===== config.mk =====
export PLATFORM = sky130hd
export DESIGN_NAME = gmii_rx_frame_flat
export DESIGN_NICKNAME = d
export VERILOG_FILES = /design/src/rtl/eth_pkg.sv /design/src/rtl/gmii_rx_frame_if.sv /design/src/rtl/gmii_rx_frame_crc32_d8.sv /design/src/rtl/gmii_rx_frame.sv /design/src/flat_wrapper.sv
export SDC_FILE = /design/constraint.sdc
export NUM_CORES = 1
export LEC_CHECK = 0
export BUFFER_PORTS_ARGS = -buffer_cell sky130_fd_sc_hd__buf_2
export CELL_PAD_IN_SITES_DETAIL_PLACEMENT = 1
export CELL_PAD_IN_SITES_GLOBAL_PLACEMENT = 1
export CORE_ASPECT_RATIO = 0.75
export CORE_UTILIZATION = 27
export CTS_CLUSTER_SIZE = 20
export DETAILED_ROUTE_END_ITERATION = 8
export PLACE_DENSITY_LB_ADDON = 0.12
export SETUP_SLACK_MARGIN = 0.5
export SYNTH_ARGS = -nofsm -noshare
export SYNTH_HDL_FRONTEND = slang
export SYNTH_SLANG_ARGS = --single-unit

===== constraint.sdc =====
create_clock -name gmii_rxc -period 2.7 [get_ports gmii_rxc]
set_clock_uncertainty 0.05 [all_clocks]
set_input_delay 0.54 -clock gmii_rxc [delete_from_list [all_inputs] [get_ports gmii_rxc]]
set_output_delay 0.54 -clock gmii_rxc [all_outputs]
set_load 0.02 [all_outputs]

===== src/rtl/eth_pkg.sv =====
// Shared Ethernet constants and receive framer state encoding.
// Used by the GMII receive framer and the transmit FCS path.
package eth_pkg;

    localparam logic [7:0]  PREAMBLE_BYTE = 8'h55;
    localparam logic [7:0]  SFD_BYTE      = 8'hD5;
    localparam logic [31:0] CRC32_POLY    = 32'hEDB88320;
    localparam logic [31:0] CRC32_INIT    = 32'hFFFFFFFF;
    localparam logic [31:0] CRC32_RESIDUE = 32'hDEBB20E3;

    typedef enum logic [2:0] {
        WAIT_IDLE,
        IDLE,
        PRE,
        DATA,
        DROP
    } rx_state_t;

endpackage


===== src/rtl/gmii_rx_frame_if.sv =====
// Payload byte stream leaving the receive framer.
// No back-pressure: the sink takes every beat.
interface gmii_rx_frame_if;

    logic       m_valid;
    logic [7:0] m_data;
    logic       m_sof;
    logic       m_eof;
    logic       m_err;

    modport master (
        output m_valid, m_data, m_sof, m_eof, m_err
    );

    modport slave (
        input m_valid, m_data, m_sof, m_eof, m_err
    );

endinterface


===== src/rtl/gmii_rx_frame_crc32_d8.sv =====
// Combinational reflected CRC-32 update, one byte LSB-first.
// No final XOR; the caller owns init and residue handling.
module crc32_d8
    import eth_pkg::*;
(
    input  logic [7:0]  data,
    input  logic [31:0] crc_cur,
    output logic [31:0] crc_nxt
);

    logic [31:0] c;

    always_comb begin
        c = crc_cur;
        for (int i = 0; i < 8; i++) begin
            if (c[0] ^ data[i]) c = (c >> 1) ^ CRC32_POLY;
            else                c = c >> 1;
        end
        crc_nxt = c;
    end

endmodule


===== src/rtl/gmii_rx_frame.sv =====
// GMII receive framer: strips preamble/SFD and FCS, checks CRC and
// length, emits payload with sof/eof/err and keeps frame statistics.
module gmii_rx_frame
    import eth_pkg::*;
#(
    parameter int MIN_LEN = 64,
    parameter int MAX_LEN = 1518,
    parameter int CNT_W   = 16
) (
    input  logic             gmii_rxc,
    input  logic             rst_n,
    input  logic             gmii_rx_en,
    input  logic [7:0]       gmii_rxd,
    gmii_rx_frame_if.master  m,
    output logic             stat_good,
    output logic             stat_bad,
    output logic [CNT_W-1:0] good_cnt,
    output logic [CNT_W-1:0] bad_cnt
);

    localparam logic [10:0] LEN_SAT = '1;
    localparam logic [10:0] MIN_L   = 11'(MIN_LEN);
    localparam logic [10:0] MAX_L   = 11'(MAX_LEN);

    rx_state_t       state_q, state_d;
    logic            start, push, fin, pre_end;
    logic [31:0]     crc_q, crc_nxt;
    logic [10:0]     len_q;
    logic [4:0][7:0] dly_q;
    logic            has_out, frame_bad, beat;
    logic            good_ev, bad_ev;

    crc32_d8 u_crc (
        .data    (gmii_rxd),
        .crc_cur (crc_q),
        .crc_nxt (crc_nxt)
    );

    always_ff @(posedge gmii_rxc or negedge rst_n) begin
        if (!rst_n) state_q <= WAIT_IDLE;
        else        state_q <= state_d;
    end

    always_comb begin
        state_d = state_q;
        start   = 1'b0;
        push    = 1'b0;
        fin     = 1'b0;
        pre_end = 1'b0;
        unique case (state_q)
            WAIT_IDLE: begin
                if (!gmii_rx_en) state_d = IDLE;
            end
            IDLE: begin
                if (gmii_rx_en) begin
                    start = 1'b1;
                    if (gmii_rxd == PREAMBLE_BYTE) state_d = PRE;
                    else if (gmii_rxd == SFD_BYTE) state_d = DATA;
                    else                           state_d = DROP;
                end
            end
            PRE: begin
                if (!gmii_rx_en) begin
                    state_d = IDLE;
                    pre_end = 1'b1;
                end else if (gmii_rxd == SFD_BYTE) begin
                    state_d = DATA;
                end else if (gmii_rxd != PREAMBLE_BYTE) begin
                    state_d = DROP;
                end
            end
            DATA: begin
                if (gmii_rx_en) push = 1'b1;
                else begin
                    fin     = 1'b1;
                    state_d = IDLE;
                end
            end
            DROP: begin
                if (!gmii_rx_en) begin
                    state_d = IDLE;
                    pre_end = 1'b1;
                end
            end
            default: state_d = WAIT_IDLE;
        endcase
    end

    // The oldest delay-line byte is the next payload byte once 5 are held.
    assign has_out   = len_q >= 11'd5;
    assign beat      = (push || fin) && has_out;
    assign frame_bad = (crc_q != CRC32_RESIDUE) ||
                       (len_q < MIN_L) || (len_q > MAX_L);
    assign good_ev   = fin && has_out && !frame_bad;
    assign bad_ev    = pre_end || (fin && (!has_out || frame_bad));

    always_ff @(posedge gmii_rxc or negedge rst_n) begin
        if (!rst_n) begin
            crc_q <= CRC32_INIT;
            len_q <= '0;
            dly_q <= '0;
        end else if (start || fin) begin
            crc_q <= CRC32_INIT;
            len_q <= '0;
            dly_q <= '0;
        end else if (push) begin
            crc_q <= crc_nxt;
            if (len_q != LEN_SAT) len_q <= len_q + 11'd1;
            dly_q <= {dly_q[3:0], gmii_rxd};
        end
    end

    always_ff @(posedge gmii_rxc or negedge rst_n) begin
        if (!rst_n) begin
            m.m_valid <= 1'b0;
            m.m_data  <= '0;
            m.m_sof   <= 1'b0;
            m.m_eof   <= 1'b0;
            m.m_err   <= 1'b0;
            stat_good <= 1'b0;
            stat_bad  <= 1'b0;
        end else begin
            m.m_valid <= beat;
            m.m_sof   <= beat && (len_q == 11'd5);
            m.m_eof   <= fin && has_out;
            m.m_err   <= fin && has_out && frame_bad;
            if (beat) m.m_data <= dly_q[4];
            stat_good <= good_ev;
            stat_bad  <= bad_ev;
        end
    end

    always_ff @(posedge gmii_rxc or negedge rst_n) begin
        if (!rst_n) begin
            good_cnt <= '0;
            bad_cnt  <= '0;
        end else begin
            if (good_ev && good_cnt != '1) good_cnt <= good_cnt + CNT_W'(1);
            if (bad_ev && bad_cnt != '1)   bad_cnt  <= bad_cnt + CNT_W'(1);
        end
    end

endmodule

===== src/flat_wrapper.sv =====
// flat-port wrapper written by rule: the top's interface ports become plain ports
module gmii_rx_frame_flat import eth_pkg::*;
#(
    parameter int MIN_LEN = 64,
    parameter int MAX_LEN = 1518,
    parameter int CNT_W   = 16
)
  (gmii_rxc, rst_n, gmii_rx_en, gmii_rxd, stat_good, stat_bad, good_cnt, bad_cnt, m_m_valid, m_m_data, m_m_sof, m_m_eof, m_m_err);
  gmii_rx_frame_if m_i ();
  input  logic gmii_rxc;
  input  logic rst_n;
  input  logic gmii_rx_en;
  input  logic [7:0] gmii_rxd;
  output logic stat_good;
  output logic stat_bad;
  output logic [CNT_W-1:0] good_cnt;
  output logic [CNT_W-1:0] bad_cnt;
  output wire logic [$bits(m_i.m_valid)-1:0] m_m_valid;
  output wire logic [$bits(m_i.m_data)-1:0] m_m_data;
  output wire logic [$bits(m_i.m_sof)-1:0] m_m_sof;
  output wire logic [$bits(m_i.m_eof)-1:0] m_m_eof;
  output wire logic [$bits(m_i.m_err)-1:0] m_m_err;
  assign m_m_valid = m_i.m_valid;
  assign m_m_data = m_i.m_data;
  assign m_m_sof = m_i.m_sof;
  assign m_m_eof = m_i.m_eof;
  assign m_m_err = m_i.m_err;
  gmii_rx_frame #(.MIN_LEN(MIN_LEN), .MAX_LEN(MAX_LEN), .CNT_W(CNT_W)) u_core (.gmii_rxc(gmii_rxc), .rst_n(rst_n), .gmii_rx_en(gmii_rx_en), .gmii_rxd(gmii_rxd), .m(m_i), .stat_good(stat_good), .stat_bad(stat_bad), .good_cnt(good_cnt), .bad_cnt(bad_cnt));
endmodule

# After elaboration in Yosys (flattened, before gate mapping)
# Cells that the tools add are included.
dict set report word_totals {
  reg_bits 132
  input_bits 11
  out_inout_bits 46
  wordCells 106
}
dict set report op_classes {
  add_sub_neg 3
  magnitude_cmp 3
  eq_ne 15
  muxes 29
  bitwise_logic 16
  n_reduce_logical 23
}
# op n
set op_table {}
lappend op_table {{32-bit 2-to-1 mux} 10}
lappend op_table {{13-bit NOT with 14-bit output} 8}
lappend op_table {{40-bit 2-to-1 mux} 2}
lappend op_table {{11-bit 2-to-1 mux} 3}
lappend op_table {{16-bit by 1-bit adder with 16-bit output, second input constant} 2}
lappend op_table {{16-bit != test, second input constant} 2}
lappend op_table {{32-bit != test, second input constant} 1}
lappend op_table {{3-bit 2-to-1 mux} 7}
lappend op_table {{11-bit by 1-bit adder with 11-bit output, second input constant} 1}
lappend op_table {{11-bit by 3-bit equality test with 1-bit output, second input constant} 1}
lappend op_table {{11-bit by 3-bit >= comparator with 1-bit output, second input constant} 1}
lappend op_table {{11-bit greater-than comparator, second input constant} 1}
lappend op_table {{11-bit by 7-bit less-than comparator with 1-bit output, second input constant} 1}
lappend op_table {{11-bit != test, second input constant} 1}
lappend op_table {{3-bit case mux with 3 select lines} 1}
lappend op_table {{8-bit by 7-bit equality test with 1-bit output, second input constant} 1}
lappend op_table {{8-bit equality test, second input constant} 1}
lappend op_table {{1-bit logical AND} 8}
lappend op_table {{8-bit by 7-bit != test with 1-bit output, second input constant} 1}
lappend op_table {{1-bit XOR} 8}
lappend op_table {{3-bit by 2-bit equality test with 1-bit output, second input constant} 2}
lappend op_table {{1-bit logical OR} 6}
lappend op_table {{1-bit 2-to-1 mux} 6}
lappend op_table {{2-bit != test, second input constant} 2}
lappend op_table {{other kinds (10)} 12}

# Logic depth before layout (Yosys ltp)
# Gate-level depths: netlist of the first run.
dict set report depth {
  ltp_word 18
  mapped_depth 9
  depth_no_buf 8
}

# By module
# Synthesis of the first run repeated with hierarchy kept, for this count alone.
dict set report hier_totals {
  hier_cells 531
  hier_area_um2 6510.0
}
# module instances cells_per_inst area_each_um2
set modules_own_cells {}
lappend modules_own_cells {gmii_rx_frame 1 461 5740.5}
lappend modules_own_cells {crc32_d8 1 70 769.5}

# Worst setup path after synthesis of the first run
# OpenSTA, ideal clock, no wires.
dict set report synth_path {
  path_type {register to register}
  start {reg u_core.crc_q[0]}
  end {reg u_core.good_cnt[12]}
  setup_time_ns 0.127
  t_arrival_ns 2.151
  required_ns 2.523
  path_slack_ns 0.371
  stages_incl_launch_ff 7
  path_buffers 0
  path_cell_list {dfstp_2 -> or4b_1 -> nor4_2 -> nand4_1 -> nor3_2 -> and3_1 -> mux2_1}
}
dict set report synth_between {
  elab_chain_cells 6
}
# element line
set synth_rtl {}
lappend synth_rtl {{start, declared} gmii_rx_frame.sv:27} ;# logic [31:0] crc_q, crc_nxt;
lappend synth_rtl {{start signal, assigned} gmii_rx_frame.sv:107} ;# crc_q <= crc_nxt;
lappend synth_rtl {{32-bit != test} gmii_rx_frame.sv:92} ;# assign frame_bad = (crc_q != CRC32_RESIDUE) ||
lappend synth_rtl {{1-bit logical OR} gmii_rx_frame.sv:92}
lappend synth_rtl {{1-bit logical OR} gmii_rx_frame.sv:93} ;# (len_q < MIN_L) || (len_q > MAX_L);
lappend synth_rtl {{1-bit zero test} gmii_rx_frame.sv:94} ;# assign good_ev = fin && has_out && !frame_bad;
lappend synth_rtl {{1-bit logical AND} gmii_rx_frame.sv:94}
lappend synth_rtl {{1-bit logical AND} gmii_rx_frame.sv:138} ;# if (good_ev && good_cnt != '1) good_cnt <= good_cnt + CNT_W'(1);
lappend synth_rtl {{end signal, assigned} gmii_rx_frame.sv:138}
lappend synth_rtl {{end, declared} gmii_rx_frame.sv:17} ;# output logic [CNT_W-1:0] good_cnt,
# Every way passes these cells.
# A chain may end at the register's enable or synchronous reset.

# Worst setup path after layout of the first run
dict set report layout_path {
  start {reg u_core.crc_q[21]}
  end {reg u_core.good_cnt[1]}
}
# The elaborated chain is that of the path after synthesis.

==> results of run 1 <==
[where the power goes]
| part | switching, mW | internal [mW] | total [mW] |
|---|---|---|---|
| Clock | 1.01 | 1.31 | 2.32 |
| Sequential | 0.0857 | 2.04 | 2.13 |
| Combinational | 0.391 | 0.240 | 0.631 |
| Total | 1.49 | 3.60 | 5.09 |
[synth_stat cells (all sizes together)]
master,instances
xor2,38
o22a,2
buf,6
or4bb,1
o31ai,1
nand2b,1
nand2,27
and4b,2
nand3b,1
clkbuf,18
nand4b,4
inv,10
a22o,40
a21boi,1
a21oi,46
o21ai,9
dfrtp,100
mux2,12
or4b,2
nand3,17
or3,3
a211o,1
a31o,2
o211ai,3
a211oi,4
a2111oi,1
nor4bb,1
o21a,2
dfstp,32
nor4b,2
nor2,43
nor4,10
and2,4
nor2b,4
nor3,6
a311o,1
and3,7
xnor2,69
nand4,16
a31oi,1
and4,4
ha,5
[timing repair]
action	in CTS	in global routing
setup endpoints to repair	42	41
gates resized for setup	16	23
buffers inserted	10	7
pin swaps	8	9
[stage by stage]
stage / cell area (um^2) / worst slack, ns / power [mW]
3_3_place_gp: 7060 / 0.261 / 2.74
3_5_place_dp: 7060 / 0.194 / 2.76
6_report: 7970 / 0.280 / 5.09
4_1_cts: 7790 / 0.283 / 5.14
2_1_floorplan: 6300 / 0.429 / 2.51
5_1_grt: 7970 / 0.193 / 5.31
[kinds of logic (layout without fill, tap and decap cells)]
family / count (synthesis) / in the layout
buffers and inverters: 34 / 140
adder cells (fa/ha/maj): 5 / 5
AND/OR/NAND/NOR: 155 / 155
flip-flops: 132 / 132
XOR/XNOR: 107 / 107
AO/OA/AOI/OAI: 114 / 114
multiplexers: 12 / 12
[cell usage in the layout (no fill, tap or decap), drive strengths merged, types with 3 or more instances in the layout]
cell type / count
dfrtp: 100
buf: 98
xnor2: 69
a21oi: 46
nor2: 43
a22o: 40
xor2: 38
dfstp: 32
nand2: 27
inv: 20
clkbuf: 17
nand3: 17
nand4: 16
mux2: 12
nor4: 10
o21ai: 9
and3: 7
nor3: 6
ha: 5
nand4b: 4
and4: 4
nor2b: 4
and2: 4
a211oi: 4
or3: 3
o211ai: 3
[final timing paths]
path | from | slack (ns) | end
worst min-delay path | rst_n | 0.02 | u_core.m.m_data[3]
worst min register to register | u_core.bad_cnt[15] | 0.44 | u_core.bad_cnt[15]
min in group gmii_rxc | gmii_rxd[1] | 0.35 | u_core.dly_q[1]
max in group asynchronous | rst_n | 1.72 | u_core.crc_q[26]
worst max-delay path | u_core.crc_q[21] | 0.28 | u_core.good_cnt[1]
worst max register to register | u_core.crc_q[21] | 0.28 | u_core.good_cnt[1]
[registers in the layout, indices dropped and copies added (netlist names)]
signal / flops
u_core.m.m_eof: 1
u_core.stat_good: 1
u_core.m.m_valid: 1
u_core.m.m_data: 8
u_core.len_q: 11
u_core.good_cnt: 16
u_core.crc_q: 32
u_core.m.m_err: 1
u_core.stat_bad: 1
u_core.state_q: 3
u_core.bad_cnt: 16
u_core.dly_q: 40
u_core.m.m_sof: 1
[critical path: stages, from the launching register on]
cell and delay (ns):
dfstp_2 0.56, or4bb_1 0.49, nor4_2 0.25, nand3_1 0.15, nor4b_2 0.25, buf_4 0.21
mux2_2 0.34
[metal layers]
metal | share of wire (%) | vias to the layer above | track usage, % | wire length, um
li1 | - | 2176 | - | -
met1 | 52 | 2359 | 22.7 | 8960
met2 | 44 | 60 | 22.6 | 7600
met3 | 3.5 | 5 | 3.57 | 601
met4 | 0.51 | 0 | 3.25 | 88
met5 | 0 | - | 0 | 0
[layout make-up]
type	instances	area [um^2]	share of cell area [%]
timing repair buffer	98	618	7.75
multi-input combinational	393	3020	37.9
clock buffer	17	425	5.34
tap	294	368	4.61
inverter	10	37.5	0.471
sequential	132	3350	42.0
clock inverter	15	159	1.99
==> flow_metrics.py, run 1 <==
metrics = {
    "clock_network": {
        "clock_tree.buffer_depth": 2,
        "hold_buffers": 0,
        "insertion_delay_ns": 0.42,
        "path_clk_slew_ns": 0.07,
        "cts_tree": "built",
        "htreeDepth": 4,
        "cts.sink_count": 132,
        "cts_buffers": 17,
        "cts-root-buf": "clkbuf_16",
    },
    "detailed_routing": {
        "vias": 4600,
        "drc": 0,
        "ant_nets": 0,
        "routed_wl_um": 17300,
        "dr.first_iter.drc_count": 173,
        "avgViaCountPerCell": 4.80,
        "routedWlPerCell_um": 18.0,
        "first_pass_iters": 4,
    },
    "floorplan": {
        "core-area_um2": 22500,
        "rows": 47,
        "die_area_um2": 23900,
        "initial_core_util_pct": 28.0,
        "die_x_um": 178,
        "io_pins": 57,
        "die_height_um": 134,
    },
    "timing": {
        "whs_ns": 0.0224,
        "hold_viol": 0,
        "tightestPinTransition_ns": 0.693,
        "final.min_clock_period_ns": 2.42,
        "fmax_mhz": 413,
        "setup_viol": 0,
        "slew_headroom_pct": 53.1,
        "min_period_over_period_pct": 89.6,
        "rsz0062_at_grt": "yes",
        "setup_tns_ns": 0,
        "slew_viol_final": 0,
    },
    "global_route": {
        "grt_start_max_net_pins": 57,
        "grt_pass1_wl_um": 28000,
        "grt_use_total_pct": 15.4,
        "grt_overflow_total": 0,
        "grt_pass1_vias": 4836,
        "antenna_found_initial": 0,
    },
    "placement": {
        "dp_hpwl_um": 12100,
        "dp_cells": 910,
        "io_buffer_count": 56,
        "gp_congestion": 0.803,
    },
    "setup_path": {
        "cp.required_ns": 2.95,
        "crit_arrival_ns": 2.67,
        "reg2reg_depth": 6,
        "cp-end-kind": "flop",
        "worst-setup-path-type": "flop to flop",
        "path_max_fanout": 9,
        "startpoint_type": "flop",
    },
    "logic_synthesis": {
        "ys_warn_count": 0,
        "ys_seq_elements": 132,
        "ys_types": 54,
        "yosys.area.top_type_share_pct": 39.8,
        "synth_fa_ha_area_share_pct": 0.994,
        "syn_nets": 575,
        "netlist_top_cells_area": "dfrtp_1 40%, dfstp_2 13%, xnor2_1 9.0%",
        "syn-cell-area_um2": 6290,
        "yosysTopAreaCell": "dfrtp_1",
        "synth_xor_area_share_pct": 15.7,
        "avgSynthCellArea_um2": 11.3,
        "synth_top_family_by_area": "XOR/XNOR gates",
        "syn-instance-count": 559,
        "synth-simple-area-share_pct": 13.5,
        "synth_compound_area_share_pct": 12.4,
        "ys_seq_area_share_pct": 53.1,
        "synthMuxAreaShare_pct": 2.15,
    },
    "flow_run": {
        "max_cap_violations": 0,
    },
    "power": {
        "p_per_area_nw_per_um2": 638,
        "p_leak_nw": 3.51,
        "vdd_drop_max_mv": 0.373,
    },
    "finish": {
        "layout-drive-gt1-share_pct": 32.6,
        "nets": 668,
        "syn_to_final_growth_pct": 26.7,
        "diodes": 0,
        "utilization_pct": 35.5,
        "fin_cells": 959,
        "fillCellCount": 2473,
    },
    "status": {
        "status": "finished, final reports clean",
    },
    "hold_path": {
        "hp-class": "input port to async pin",
    },
}
(Power assumes the default switching activity.)
==> run 2: changes to the inputs <==
--- a/config.mk
+++ b/config.mk
@@ -13,6 +13,7 @@
 export CTS_CLUSTER_SIZE = 20
 export DETAILED_ROUTE_END_ITERATION = 8
 export PLACE_DENSITY_LB_ADDON = 0.12
+export RECOVER_POWER = 25
 export SETUP_SLACK_MARGIN = 0.5
 export SYNTH_ARGS = -nofsm -noshare
 export SYNTH_HDL_FRONTEND = slang
==> flow_metrics.py, run 2 (synthesis results as in run 1) <==
metrics = {
    "clock_network": {
        "path_clk_slew_ns": 0.07,
        "cts.sink_count": 132,
        "htreeDepth": 4,
        "clock_tree.buffer_depth": 2,
        "cts-root-buf": "clkbuf_16",
        "hold_buffers": 0,
        "cts_tree": "built",
        "cts_buffers": 17,
        "insertion_delay_ns": 0.42,
    },
    "timing": {
        "slew_viol_final": 0,
        "hold_viol": 0,
        "slew_headroom_pct": 1.56,
        "min_period_over_period_pct": 89.6,
        "final.min_clock_period_ns": 2.42,
        "setup_viol": 0,
        "setup_tns_ns": 0,
        "rsz0062_at_grt": "yes",
        "whs_ns": 0.351,
        "fmax_mhz": 413,
        "tightestPinTransition_ns": 1.48,
        "timing.final.ws_setup_ns": 0.280,
    },
    "detailed_routing": {
        "vias": 4604,
        "routed_wl_um": 17300,
        "ant_nets": 0,
        "dr.first_iter.drc_count": 169,
        "first_pass_iters": 4,
        "avgViaCountPerCell": 4.80,
        "routedWlPerCell_um": 18.0,
        "drc": 0,
    },
    "finish": {
        "layout-drive-gt1-share_pct": 32.5,
        "regMostFlops": "u_core.dly_q",
        "multi_input_area_um2": 3020,
        "regArea_um2": 3350,
        "fillCellCount": 2474,
        "nets": 668,
        "largest_reg_flops": 40,
        "mostFrequentLayoutCell": "dfrtp_1",
        "reg_top3": "u_core.dly_q: 40 flops, u_core.crc_q: 32 flops",
        "layout_common_cells": "97 x dfrtp_1, 62 x xnor2_1, 55 x buf_2",
        "syn_to_final_growth_pct": 26.3,
        "diodes": 0,
        "fin_cells": 959,
    },
    "flow_run": {
        "max_cap_violations": 0,
    },
    "status": {
        "status": "finished, final reports clean",
    },
    "setup_path": {
        "slowest_stage": "dfstp_2",
        "startpoint_type": "flop",
        "cp-end-kind": "flop",
        "reg2reg_slack_ns": 0.28,
        "reg2reg_depth": 6,
        "cp.required_ns": 2.95,
        "crit_chain": "or4bb_1 > nor4_2 > nand3_1 > nor4b_2 > buf_4 > mux2_2",
        "r2r-end": "u_core.good_cnt[1]",
        "r2r_start": "u_core.crc_q[21]",
        "crit_arrival_ns": 2.67,
        "path_max_fanout": 9,
        "worst-setup-path-type": "flop to flop",
        "max_stage_delay_ns": 0.56,
    },
    "global_route": {
        "grt_overflow_total": 0,
        "grt_start_max_net_pins": 57,
        "antenna_found_initial": 0,
        "grt_pass1_vias": 4836,
        "busiest_layer": "met1",
        "use_met1_pct": 22.7,
        "gr-usage-met3_pct": 3.57,
        "grt_use_total_pct": 15.4,
        "globalRouteMet2Util_pct": 22.6,
        "grt_pass1_wl_um": 28000,
    },
    "hold_path": {
        "whs_path_depth": 2,
        "worst_hold_startpoint": "gmii_rxd[1]",
        "hp-class": "input port to flop",
        "worstHoldEndpoint": "u_core.dly_q[1]",
    },
    "floorplan": {
        "die_area_um2": 23900,
        "core-area_um2": 22500,
        "die_height_um": 134,
        "initial_core_util_pct": 28.0,
        "rows": 47,
        "die_x_um": 178,
        "io_pins": 57,
    },
    "placement": {
        "dp_cells": 910,
        "gp_congestion": 0.803,
        "pre_cts_ws_ns": 0.194,
        "dp_hpwl_um": 12100,
        "io_buffer_count": 56,
    },
    "power": {
        "vdd_drop_max_mv": 0.373,
        "p_per_area_nw_per_um2": 639,
        "p_leak_nw": 3.50,
    },
}
run 2: worst max path at each step:
stage,startpoint,end,slack [ns]
after CTS,u_core.crc_q[31],u_core.good_cnt[12],0.28
after global placement,u_core.len_q[0],u_core.bad_cnt[5],0.26
after detailed placement,u_core.len_q[0],u_core.bad_cnt[5],0.19
final,u_core.crc_q[21],u_core.good_cnt[1],0.28
after global routing,rst_n,u_core.good_cnt[5],0.12
after floorplan,u_core.crc_q[31],u_core.good_cnt[8],0.43
run 2: power breakdown:
group | leakage, nW | switching, mW | internal, mW
sequential | 1.69 | 0.0856 | 2.04
combinational | 1.52 | 0.389 | 0.236
clock | 0.285 | 1.01 | 1.31
run 2: final cells by class:
cell class	instances	area share, %
sequential	132	42.1
timing repair buffer	98	7.46
multi-input combinational	393	38.0
inverter	10	0.472
clock inverter	15	2.00
tap	294	4.63
clock buffer	17	5.35
run 2: timing repair:
item,4_1_cts,5_1_grt
endpoints found under the setup margin,42,41
endpoints found under the hold margin,0,0
buffers inserted,10,7
gates resized for setup,16,23
pin swaps,8,9
run 2: worst max-delay path, delay by kind of cell, from the launching register on:
| family | cells | cell delay (ns) |
|---|---|---|
| simple gates | 4 | 1.14 |
| mux | 1 | 0.34 |
| flops | 1 | 0.56 |
| buf+inv | 1 | 0.21 |
run 2: stage by stage:
| step | total power, mW | area, um^2 | utilization (%) |
|---|---|---|---|
| 2_1_floorplan | 2.51 | 6300 | - |
| 3_3_place_gp | 2.74 | 7060 | 31.4 |
| 3_5_place_dp | 2.76 | 7060 | 31.4 |
| 4_1_cts | 5.14 | 7790 | 34.7 |
| 5_1_grt | 5.31 | 7950 | 35.4 |
| 6_report | 5.08 | 7950 | 35.4 |
run 2: layer usage:
metal	part of all wire (%)	up-vias	routed length (um)
met3	3.4	5	593
li1	-	2174	-
met5	0	-	0
met4	0.51	0	88
met1	52	2367	8930
met2	44	58	7640
==> run 3: changes to the inputs <==
--- a/config.mk
+++ b/config.mk
@@ -10,6 +10,7 @@
 export CELL_PAD_IN_SITES_GLOBAL_PLACEMENT = 1
 export CORE_ASPECT_RATIO = 0.75
 export CORE_UTILIZATION = 27
+export CTS_BUF_LIST = sky130_fd_sc_hd__clkbuf_8
 export CTS_CLUSTER_SIZE = 20
 export DETAILED_ROUTE_END_ITERATION = 8
 export PLACE_DENSITY_LB_ADDON = 0.12
==> constraint.sdc (replaced) <==
create_clock -name gmii_rxc -period 2.4 [get_ports gmii_rxc]
set_clock_uncertainty 0.05 [all_clocks]
set_input_delay 0.48 -clock gmii_rxc [delete_from_list [all_inputs] [get_ports gmii_rxc]]
set_output_delay 0.48 -clock gmii_rxc [all_outputs]
set_load 0.02 [all_outputs]
==> flow_metrics.py, run 3 (synthesis results as in run 1) <==
metrics = {
    "setup_path": {
        "crit_chain": "or4b_4 > nor4_4 > nand3_1 > o21ai_1 > buf_4 > a21oi_2 > mux2_1",
        "max_stage_delay_ns": 0.53,
        "r2r_start": "u_core.crc_q[31]",
        "setup.worst_path.start": "u_core.crc_q[31]",
        "path_max_fanout": 7,
        "crit_end": "u_core.bad_cnt[1]",
        "slowest_stage": "dfstp_2",
        "worst-setup-path-type": "flop to flop",
        "cp.required_ns": 2.68,
        "crit_family": "simple AND/OR/NAND/NOR gates",
        "crit_arrival_ns": 2.63,
        "cp-end-kind": "flop",
        "r2r-end": "u_core.bad_cnt[1]",
        "reg2reg_slack_ns": 0.05,
        "crit_buf_inv": 1,
        "startpoint_type": "flop",
        "reg2reg_depth": 7,
        "crit_cells": 7,
    },
    "placement": {
        "io_buffer_count": 56,
        "gp_congestion": 0.829,
        "dp_hpwl_um": 12600,
    },
    "finish": {
        "largest_reg_flops": 40,
        "mostFrequentLayoutCell": "dfrtp_1",
        "regMostFlops": "u_core.dly_q",
        "reg_top3": "u_core.dly_q: 40 flops, u_core.crc_q: 32 flops",
        "layout_common_cells": "97 x dfrtp_1, 55 x buf_2, 54 x xnor2_1",
        "layout-drive-gt1-share_pct": 35.3,
        "syn_to_final_growth_pct": 29.2,
        "utilization_pct": 36.2,
        "diodes": 0,
        "nets": 681,
    },
    "floorplan": {
        "core-area_um2": 22500,
        "initial_core_util_pct": 28.0,
        "die_area_um2": 23900,
        "die_height_um": 134,
        "io_pins": 57,
        "die_x_um": 178,
        "rows": 47,
    },
    "global_route": {
        "grt_start_max_net_pins": 50,
        "grt_overflow_total": 0,
        "antenna_found_initial": 0,
        "grt_pass1_wl_um": 28400,
        "grt_pass1_vias": 4751,
        "grt_use_total_pct": 15.7,
    },
    "timing": {
        "rsz0062_at_grt": "yes",
        "slew_headroom_pct": 10.6,
        "fmax_mhz": 426,
        "slew_viol_final": 0,
        "setup_viol": 0,
        "hold_viol": 0,
        "min_period_over_period_pct": 97.9,
        "tightestPinTransition_ns": 1.34,
        "final.min_clock_period_ns": 2.35,
    },
    "hold_path": {
        "hp-class": "input port to flop",
        "worst_hold_startpoint": "gmii_rxd[1]",
        "whs_path_depth": 2,
    },
    "clock_network": {
        "path_clk_slew_ns": 0.08,
        "htreeDepth": 4,
        "insertion_delay_ns": 0.45,
        "cts.sink_count": 132,
        "cts-root-buf": "clkbuf_8",
        "clock_tree.buffer_depth": 2,
        "cts_tree": "built",
        "cts_buffers": 17,
    },
    "power": {
        "vdd_drop_max_mv": 0.299,
        "p_leak_nw": 3.64,
        "p_per_area_nw_per_um2": 656,
        "finalPower_mw": 5.34,
    },
    "detailed_routing": {
        "vias": 4618,
        "drc": 0,
        "dr.first_iter.drc_count": 255,
        "first_pass_iters": 4,
        "routedWlPerCell_um": 18.3,
        "routed_wl_um": 17800,
        "avgViaCountPerCell": 4.75,
        "ant_nets": 0,
    },
    "flow_run": {
        "max_cap_violations": 0,
    },
    "status": {
        "status": "finished, final reports clean",
    },
}
[run 3: changes by cell type in the layout (fill, tap and decap cells not counted), sizes merged]
cell         change
clkinvlp         +1
inv             -10
clkbuf           +2
bufinv           +3
clkinv           +2
buf             +14
dlygate4sd3      +1
[run 3: power breakdown]
group,leakage (nW),total [mW],internal (mW),switching (mW)
clock,0.224,2.17,1.25,0.926
combinational,1.72,0.768,0.311,0.457
sequential,1.70,2.39,2.30,0.0971
[run 3: worst reg2reg max path, delay by kind of cell (launching register included)]
kind            cells  cell delay [ns]
compound gates      2             0.23
mux                 1             0.34
simple gates        3             0.91
buf+inv             1             0.18
flops               1             0.53
[run 3: worst min-delay path by stage]
stage	end
6_report	u_core.dly_q[1]
4_1_cts	u_core.dly_q[1]
3_5_place_dp	u_core.m.m_valid
3_3_place_gp	u_core.m.m_valid
5_1_grt	u_core.dly_q[1]
2_1_floorplan	u_core.bad_cnt[0]
[run 3: repair_timing]
action / 4_1_cts / 5_1_grt
setup buffers: 6 / 5
pin swaps: 11 / 15
endpoints found under the setup margin: 61 / 94
hold endpoints to repair: 45 / 0
hold buffers: 1 / 0
gates resized for setup: 27 / 29
[run 3: per-layer routing]
| metal | wire, um | vias to the layer above | part of all wire, % | global-route usage, % |
|---|---|---|---|---|
| met5 | 0 | - | 0 | 0 |
| met4 | 138 | 0 | 0.78 | 3.67 |
| met3 | 508 | 10 | 2.9 | 3.57 |
| met2 | 7760 | 45 | 44 | 22.2 |
| met1 | 9370 | 2358 | 53 | 23.8 |
| li1 | - | 2205 | - | - |
[run 3: metrics by stage]
step / cell area, um^2 / setup WS, ns / std cells / hold WS [ns] / TNS, ns
2_1_floorplan: 6340 / 0.129 / 559 / 0.134 / 0
3_3_place_gp: 7270 / -0.0379 / 928 / 0.413 / -0.0474
3_5_place_dp: 7270 / -0.0583 / 928 / 0.425 / -0.111
4_1_cts: 7960 / 0.0221 / 967 / 0.241 / 0
5_1_grt: 8130 / -0.105 / 972 / 0.235 / -3.45
6_report: 8130 / 0.0511 / 972 / 0.272 / 0
[run 3: final cells by class]
class | instances | area, um^2
fillers | 2475 | 14300
flip-flops and latches | 132 | 3350
multi-input cells | 393 | 3180
repair buffers | 111 | 739
well taps | 294 | 368
clock buffers | 21 | 289
clock inverters | 11 | 174
inverters | 10 | 37.5
